**config.mk**
```make
export PLATFORM = sky130hd
export DESIGN_NAME = player_action_encoder_flat
export DESIGN_NICKNAME = d
export VERILOG_FILES = /design/src/rtl/game_pkg.sv /design/src/rtl/player_action_encoder_if.sv /design/src/rtl/btn_edge_detect.sv /design/src/rtl/player_action_encoder.sv /design/src/flat_wrapper.sv
export SDC_FILE = /design/constraint.sdc
export NUM_CORES = 1
export LEC_CHECK = 0
export ABC_CLOCK_PERIOD_IN_PS = 3400
export CAP_MARGIN = 5
export CORE_MARGIN = 2
export CORE_UTILIZATION = 56
export DETAILED_ROUTE_END_ITERATION = 8
export PLACE_DENSITY = 0.82
export SETUP_SLACK_MARGIN = 0.2
export SYNTH_ARGS = -nofsm -noshare
export SYNTH_HDL_FRONTEND = slang
export SYNTH_SLANG_ARGS = --single-unit
```
**constraint.sdc**
```tcl
create_clock -name clk -period 3.4 [get_ports clk]
set_input_delay 0.68 -clock clk [delete_from_list [all_inputs] [get_ports clk]]
set_output_delay 0.68 -clock clk [all_outputs]
set_load 0.01 [all_outputs]
```
**src/rtl/game_pkg.sv**
```systemverilog
`default_nettype none
// ============================================================================
// Module      : game_pkg
// Description : Shared definitions for the arena game.
//               - Six one-hot action codes plus ACT_NOP.
//               - The action bus width.
//               - The encoder state enumeration.
//               - A priority encoder from mapped presses to an action code.
//               The fighter modules import the same codes from here.
// Revision    : 1.0 - initial release
// ============================================================================
package game_pkg;

    localparam int ACT_W = 6;

    localparam logic [ACT_W-1:0] ACT_MOVE_RIGHT = 6'b100000;
    localparam logic [ACT_W-1:0] ACT_MOVE_LEFT  = 6'b010000;
    localparam logic [ACT_W-1:0] ACT_WAIT       = 6'b001000;
    localparam logic [ACT_W-1:0] ACT_JUMP       = 6'b000100;
    localparam logic [ACT_W-1:0] ACT_KICK       = 6'b000010;
    localparam logic [ACT_W-1:0] ACT_PUNCH      = 6'b000001;
    localparam logic [ACT_W-1:0] ACT_NOP        = 6'b000000;

    typedef enum logic [1:0] {
        IDLE     = 2'd0,
        ARMED    = 2'd1,
        COOLDOWN = 2'd2
    } state_t;

    // Input bit order is {move_right, move_left, jump, kick, punch}, taken
    // after mirroring. The lowest set bit wins:
    // PUNCH > KICK > JUMP > MOVE_LEFT > MOVE_RIGHT.
    function automatic logic [ACT_W-1:0] encode_press(input logic [4:0] p);
        logic [ACT_W-1:0] code;
        code = ACT_NOP;
        if (p[0])      code = ACT_PUNCH;
        else if (p[1]) code = ACT_KICK;
        else if (p[2]) code = ACT_JUMP;
        else if (p[3]) code = ACT_MOVE_LEFT;
        else if (p[4]) code = ACT_MOVE_RIGHT;
        return code;
    endfunction

endpackage
`default_nettype wire

```
**src/rtl/player_action_encoder_if.sv**
```systemverilog
`default_nettype none
// ============================================================================
// Module      : player_action_encoder_if
// Description : Button inputs and action outputs of the player encoder.
//   enable        : game active
//   round_tick    : one-cycle round boundary pulse
//   btn_*         : synchronised button levels
//   action        : one-hot action code
//   action_strobe : one-cycle pulse on each action update
//   busy          : high while in cooldown
//   Modport master : the encoder (drives action, strobe and busy).
//   Modport slave  : the game/stimulus side (drives enable, ticks, buttons).
// Revision    : 1.0 - initial release
// ============================================================================
interface player_action_encoder_if;
    import game_pkg::*;

    logic             enable;
    logic             round_tick;
    logic             btn_right;
    logic             btn_left;
    logic             btn_jump;
    logic             btn_kick;
    logic             btn_punch;
    logic [ACT_W-1:0] action;
    logic             action_strobe;
    logic             busy;

    modport master (
        input  enable, round_tick, btn_right, btn_left, btn_jump, btn_kick, btn_punch,
        output action, action_strobe, busy
    );

    modport slave (
        output enable, round_tick, btn_right, btn_left, btn_jump, btn_kick, btn_punch,
        input  action, action_strobe, busy
    );
endinterface
`default_nettype wire

```
**src/rtl/btn_edge_detect.sv**
```systemverilog
`default_nettype none
// ============================================================================
// Module      : btn_edge_detect
// Description : Rising-edge detector for synchronised button levels.
//   clk     : system clock
//   rst     : synchronous active-high reset
//   i_btn   : button levels
//   o_press : one-cycle press flags (btn & ~prev)
//   The previous-level register resets to all ones, so a button held
//   through reset never produces a press.
// Revision    : 1.0 - initial release
// ============================================================================
module btn_edge_detect #(
    parameter int WIDTH = 5
) (
    input  wire logic             clk,
    input  wire logic             rst,
    input  wire logic [WIDTH-1:0] i_btn,
    output logic      [WIDTH-1:0] o_press
);

    logic [WIDTH-1:0] r_prev;

    always_ff @(posedge clk) begin
        if (rst) r_prev <= '1;
        else     r_prev <= i_btn;
    end

    assign o_press = i_btn & ~r_prev;

endmodule
`default_nettype wire

```
**src/rtl/player_action_encoder.sv**
```systemverilog
`default_nettype none
// ============================================================================
// Module      : player_action_encoder
// Description : Turns five button levels into one one-hot action per round.
//   clk  : system clock
//   rst  : synchronous active-high reset
//   bus  : player_action_encoder_if.master
//          (enable, round_tick, buttons in; action, strobe, busy out)
//   Parameters:
//     MIRROR        : 1 swaps the left/right button mapping
//     JUMP_COOLDOWN : rounds forced to NOP after a JUMP (0..7)
//     CD_W          : cooldown counter width
//   Optional macro ACTION_REPEAT_EN: when defined, an idle round with a
//   held movement button and no new press repeats that movement
//   instead of issuing WAIT.
// Revision    : 1.0 - initial release
// ============================================================================
module player_action_encoder
    import game_pkg::*;
#(
    parameter int MIRROR        = 0,
    parameter int JUMP_COOLDOWN = 2,
    parameter int CD_W          = 3
) (
    input  wire logic               clk,
    input  wire logic               rst,
    player_action_encoder_if.master bus
);

    localparam logic [CD_W-1:0] c_CD_LOAD = CD_W'(JUMP_COOLDOWN);
    localparam logic [CD_W-1:0] c_CD_ONE  = CD_W'(1);
    localparam bit              c_HAS_CD  = (JUMP_COOLDOWN > 0);

    logic [4:0]       w_btn;
    logic [4:0]       w_press;
    logic [4:0]       w_press_map;
    logic [ACT_W-1:0] w_enc;
    logic             w_any_press;
    logic [ACT_W-1:0] w_idle_code;

    state_t           r_state,   w_state_nxt;
    logic [ACT_W-1:0] r_pending, w_pending_nxt;
    logic [CD_W-1:0]  r_count,   w_count_nxt;
    logic [ACT_W-1:0] r_action,  w_action_nxt;
    logic             r_strobe,  w_strobe_nxt;

    // Bit order {right, left, jump, kick, punch}.
    assign w_btn = {bus.btn_right, bus.btn_left, bus.btn_jump, bus.btn_kick, bus.btn_punch};

    btn_edge_detect #(.WIDTH(5)) u_edge (
        .clk     (clk),
        .rst     (rst),
        .i_btn   (w_btn),
        .o_press (w_press)
    );

    // Mirroring happens before priority so priority works on the encoded code.
    generate
        if (MIRROR != 0) begin : g_mirror
            assign w_press_map = {w_press[3], w_press[4], w_press[2:0]};
        end else begin : g_direct
            assign w_press_map = w_press;
        end
    endgenerate

    assign w_enc       = encode_press(w_press_map);
    assign w_any_press = |w_press_map;

`ifdef ACTION_REPEAT_EN
    // Held levels after mirroring: [1] = move-left code, [0] = move-right code.
    logic [1:0] w_move_lvl;
    generate
        if (MIRROR != 0) begin : g_lvl_mirror
            assign w_move_lvl = {bus.btn_right, bus.btn_left};
        end else begin : g_lvl_direct
            assign w_move_lvl = {bus.btn_left, bus.btn_right};
        end
    endgenerate
    always_comb begin
        w_idle_code = ACT_WAIT;
        if (!w_any_press) begin
            if (w_move_lvl[1])      w_idle_code = ACT_MOVE_LEFT;
            else if (w_move_lvl[0]) w_idle_code = ACT_MOVE_RIGHT;
        end
    end
`else
    assign w_idle_code = ACT_WAIT;
`endif

    always_ff @(posedge clk) begin
        if (rst) begin
            r_state   <= IDLE;
            r_pending <= ACT_NOP;
            r_count   <= '0;
            r_action  <= ACT_NOP;
            r_strobe  <= 1'b0;
        end else begin
            r_state   <= w_state_nxt;
            r_pending <= w_pending_nxt;
            r_count   <= w_count_nxt;
            r_action  <= w_action_nxt;
            r_strobe  <= w_strobe_nxt;
        end
    end

    always_comb begin
        w_state_nxt   = r_state;
        w_pending_nxt = r_pending;
        w_count_nxt   = r_count;
        w_action_nxt  = r_action;
        w_strobe_nxt  = 1'b0;

        if (!bus.enable) begin
            w_state_nxt   = IDLE;
            w_pending_nxt = ACT_NOP;
            w_count_nxt   = '0;
            w_action_nxt  = ACT_NOP;
        end else begin
            case (r_state)
                IDLE: begin
                    if (bus.round_tick) begin
                        w_action_nxt = w_idle_code;
                        w_strobe_nxt = 1'b1;
                    end
                    // A press coincident with a tick belongs to the next round.
                    if (w_any_press) begin
                        w_pending_nxt = w_enc;
                        w_state_nxt   = ARMED;
                    end
                end
                ARMED: begin
                    if (bus.round_tick) begin
                        w_action_nxt  = r_pending;
                        w_strobe_nxt  = 1'b1;
                        w_pending_nxt = ACT_NOP;
                        if (c_HAS_CD && (r_pending == ACT_JUMP)) begin
                            // Entering cooldown drops any coincident press.
                            w_state_nxt = COOLDOWN;
                            w_count_nxt = c_CD_LOAD;
                        end else if (w_any_press) begin
                            w_pending_nxt = w_enc;
                            w_state_nxt   = ARMED;
                        end else begin
                            w_state_nxt   = IDLE;
                        end
                    end
                end
                COOLDOWN: begin
                    if (bus.round_tick) begin
                        w_action_nxt = ACT_NOP;
                        w_strobe_nxt = 1'b1;
                        w_count_nxt  = r_count - c_CD_ONE;
                        if (r_count <= c_CD_ONE) begin
                            w_count_nxt = '0;
                            w_state_nxt = IDLE;
                        end
                    end
                end
                default: begin
                    w_state_nxt   = IDLE;
                    w_pending_nxt = ACT_NOP;
                    w_count_nxt   = '0;
                end
            endcase
        end
    end

    assign bus.action        = r_action;
    assign bus.action_strobe = r_strobe;
    assign bus.busy          = (r_state == COOLDOWN);

endmodule
`default_nettype wire
```
**src/flat_wrapper.sv**
```systemverilog
// flat-port wrapper written by rule: the top's interface ports become plain ports
module player_action_encoder_flat import game_pkg::*;
#(
    parameter int MIRROR        = 0,
    parameter int JUMP_COOLDOWN = 2,
    parameter int CD_W          = 3
)
  (clk, rst, bus_enable, bus_round_tick, bus_btn_right, bus_btn_left, bus_btn_jump, bus_btn_kick, bus_btn_punch, bus_action, bus_action_strobe, bus_busy);
  player_action_encoder_if bus_i ();
  input  wire logic clk;
  input  wire logic rst;
  input wire logic [$bits(bus_i.enable)-1:0] bus_enable;
  input wire logic [$bits(bus_i.round_tick)-1:0] bus_round_tick;
  input wire logic [$bits(bus_i.btn_right)-1:0] bus_btn_right;
  input wire logic [$bits(bus_i.btn_left)-1:0] bus_btn_left;
  input wire logic [$bits(bus_i.btn_jump)-1:0] bus_btn_jump;
  input wire logic [$bits(bus_i.btn_kick)-1:0] bus_btn_kick;
  input wire logic [$bits(bus_i.btn_punch)-1:0] bus_btn_punch;
  output wire logic [$bits(bus_i.action)-1:0] bus_action;
  output wire logic [$bits(bus_i.action_strobe)-1:0] bus_action_strobe;
  output wire logic [$bits(bus_i.busy)-1:0] bus_busy;
  assign bus_i.enable = bus_enable;
  assign bus_i.round_tick = bus_round_tick;
  assign bus_i.btn_right = bus_btn_right;
  assign bus_i.btn_left = bus_btn_left;
  assign bus_i.btn_jump = bus_btn_jump;
  assign bus_i.btn_kick = bus_btn_kick;
  assign bus_i.btn_punch = bus_btn_punch;
  assign bus_action = bus_i.action;
  assign bus_action_strobe = bus_i.action_strobe;
  assign bus_busy = bus_i.busy;
  player_action_encoder #(.MIRROR(MIRROR), .JUMP_COOLDOWN(JUMP_COOLDOWN), .CD_W(CD_W)) u_core (.clk(clk), .rst(rst), .bus(bus_i));
endmodule
```
==> flow_summary.ini <==
[run_status]
status = complete, no violations

[synthesis]
synth_cell_types = 38
yosysSeqAreaShare_pct = 39.9
async_flop_share_pct = 0
syn-cell-area_sq_um = 1100
ys_warn_count = 0
synth_flop_cell = dfxtp_1
synth_edf_count = 0
syn-mean-instance-area_sq_um = 8.90
syn_nets = 139
ys_seq_elements = 22
synth_cells = 124

[routing]
drc = 0
vias_per_cell = 5.80
firstDrtPassIters = 4
totalWireLength_um = 2180
wl_per_cell_um = 13.0
vias = 968
drt_iter0_markers = 26
ant_nets = 0

[worst_setup_path]
cp-start-kind = register
cp-end-kind = primary output
worstSetupPathType = reg -> out
worstPathMaxFanout = 7
crit_required_ns = 2.72
crit_arrival_ns = 1.64
crit_slowest_cell = clkdlybuf4s50_1
cpPeakStageDelay_ns = 0.58
crit_chain = inv_1 -> ha_1 -> clkdlybuf4s50_1

[pwr]
p_leak_nw = 0.447
vdd_drop_max_v = 0.000267
cellPowerDensity_nw_per_um2 = 345
total_power_w = 0.000451

[floorplan]
ios = 17
initial_core_util_pct = 58.0
die_w_um = 48.4
die_h_um = 48.4
core_sq_um = 1900
rows = 16
dieArea_sq_um = 2340

[timing]
fmax_ghz = 0.432
post-route-period-util_pct = 68.1
worst_pin_slew_ns = 0.659
slew_headroom_pct = 55.6
setup_viol = 0
finalMaxSlewViolations = 0
fin_setup_tns_ns = 0
finalCriticalPeriod_ns = 2.32
skew_ns = 0.00310
finalHoldViolCount = 0
grt_setup_unrepaired = no

[global_route]
antenna_found_initial = 0
grt_pass1_wl_um = 3860
grt_pass1_vias = 907
grt_max_degree = 13
grt_overflow = 0
globalRouteTotalUtil_pct = 20.6

[cells_and_area]
synthToLayoutAreaGrowth_pct = 18.6
diodes = 0
fillCellCount = 168
drive_above_1_share_pct = 14.3
final_nets = 157

[clock_network]
cts_setup_buffers = 0
cts-root-buf = clkbuf_4
path_clk_slew_ns = 0.10
htree_levels = 1
postCtsHoldBufs = 0
clk_latency_ns = 0.30
cts_resized = 0
numCtsBuffers = 3
cts.sinks = 22
clockBufferDepth = 2
cts_tree = done

[place]
port_buffers = 16
place_congestion = 0.866
hpwlAfterDp_um = 1680

[job]
maxCapViolations = 0

[worst_hold_path]
hold_class = reg -> reg
-- sequential cells by signal (all words and copies together), names as in the netlist --
name,flops
u_core.u_edge.r_prev,5
u_core.bus.action_strobe,1
u_core.r_state,2
u_core.r_pending,5
u_core.bus.action,6
u_core.r_count,3
-- cell type report --
cell class / instances / area (sq um) / share of cell area, %
Inverter: 8 / 30.0 / 2.29
Timing Repair Buffer: 17 / 168 / 12.8
Clock buffer: 3 / 22.5 / 1.72
Sequential cell: 22 / 440 / 33.7
Multi-Input combinational cell: 90 / 614 / 46.9
Tap cell: 27 / 33.8 / 2.58
-- power breakdown --
part	total, W	switching, W	internal [W]
logic	0.0000716	0.0000389	0.0000327
clock network	0.000113	0.0000711	0.0000414
registers	0.000267	0.00000304	0.000264
total	0.000451	0.000113	0.000338
-- layout by cell type (no fill, tap or decap), drive strengths merged --
cell           synthesis  final
a31oi                  2      2
a211oi                 1      1
o311ai                 1      1
dfxtp                 22     22
nand3                  7      7
nor4b                  1      1
nand2                 10     10
o21bai                 1      1
a31o                   4      4
ha                     6      6
o211ai                 1      1
nor4                   4      4
nor2b                  2      2
inv                    8      8
mux2                   1      1
clkbuf                 1      3
o31ai                  1      1
nand4                  1      1
and3                   1      1
o21ba                  1      1
a21oi                  9      9
o221ai                 1      1
buf                    3      1
and4                   1      1
o22ai                  2      2
nand2b                 8      8
o21ai                  1      1
o32ai                  1      1
or4                    1      1
a211o                  1      1
nor2                   4      4
clkdlybuf4s50          0     16
nor3                   5      5
a21o                   1      1
or2                    6      6
or3                    2      2
o2111ai                2      2
-- worst max-delay path: cells and delay by family (launching register included) --
family | cells | cell delay (ns)
buffers and inverters | 2 | 0.67
flip-flops | 1 | 0.36
adder cells (fa/ha/maj) | 1 | 0.30
-- routing by layer --
metal | up-vias | part of all wire [%] | global-route usage [%]
met4 | 0 | 1.9 | 9.52
met2 | 29 | 50 | 36.8
li1 | 483 | - | -
met5 | - | 0 | 0
met1 | 451 | 44 | 25.2
met3 | 5 | 4.1 | 1.85
-- cell families (layout without fill, tap and decap cells) --
family	count (synthesis)	in the layout	synth area share [%]
adders and majority gates	6	6	6.80
and+or+nand+nor	53	53	26.9
buffers and inverters	12	28	4.42
AOI/OAI and AO/OA	30	30	21.0
muxes	1	1	1.02
DFF	22	22	39.9
-- synth_stat cells (2+ instances only) --
cell type  number  area, sq um
a21oi_1         8         40.0
a31o_2          4         35.0
a31oi_1         2         12.5
buf_2           3         15.0
dfxtp_1        22          440
ha_1            6         75.1
inv_1           8         30.0
nand2_1        10         37.5
nand2b_1        8         50.1
nand3_1         7         35.0
nor2_1          4         15.0
nor2b_1         2         12.5
nor3_1          5         25.0
nor4_1          4         25.0
o2111ai_1       2         17.5
o22ai_1         2         12.5
or2_2           6         37.5
-- metrics by stage --
| step | hold slack [ns] | cell area [sq um] | setup WS (ns) | instances | utilization [%] |
|---|---|---|---|---|---|
| 6_report | 0.456 | 1310 | 1.08 | 167 | 68.8 |
| 5_1_grt | 0.493 | 1310 | 0.986 | 167 | 68.8 |
| 4_1_cts | 0.462 | 1310 | 1.08 | 167 | 68.8 |
| 3_5_place_dp | 0.448 | 1290 | 1.13 | 164 | 67.6 |
| 3_3_place_gp | 0.443 | 1290 | 1.18 | 164 | 67.6 |
| 2_1_floorplan | 0.443 | 1100 | 1.72 | 124 | - |
-- final timing paths --
check | startpoint | to | slack [ns] | cells past startpoint
min reg2reg | u_core.bus.action[2]$_SDFFE_PP0P_ | u_core.bus.action[2]$_SDFFE_PP0P_ | 0.46 | 2
max | u_core.r_state[0]$_SDFFE_PP0P_ | bus_busy | 1.08 | 3
max reg2reg | u_core.r_state[1]$_SDFFE_PP0P_ | u_core.r_pending[5]$_SDFFE_PP0P_ | 1.49 | 6
min | u_core.bus.action[2]$_SDFFE_PP0P_ | u_core.bus.action[2]$_SDFFE_PP0P_ | 0.46 | 2
Note: power is estimated with default switching activity, not from simulation.
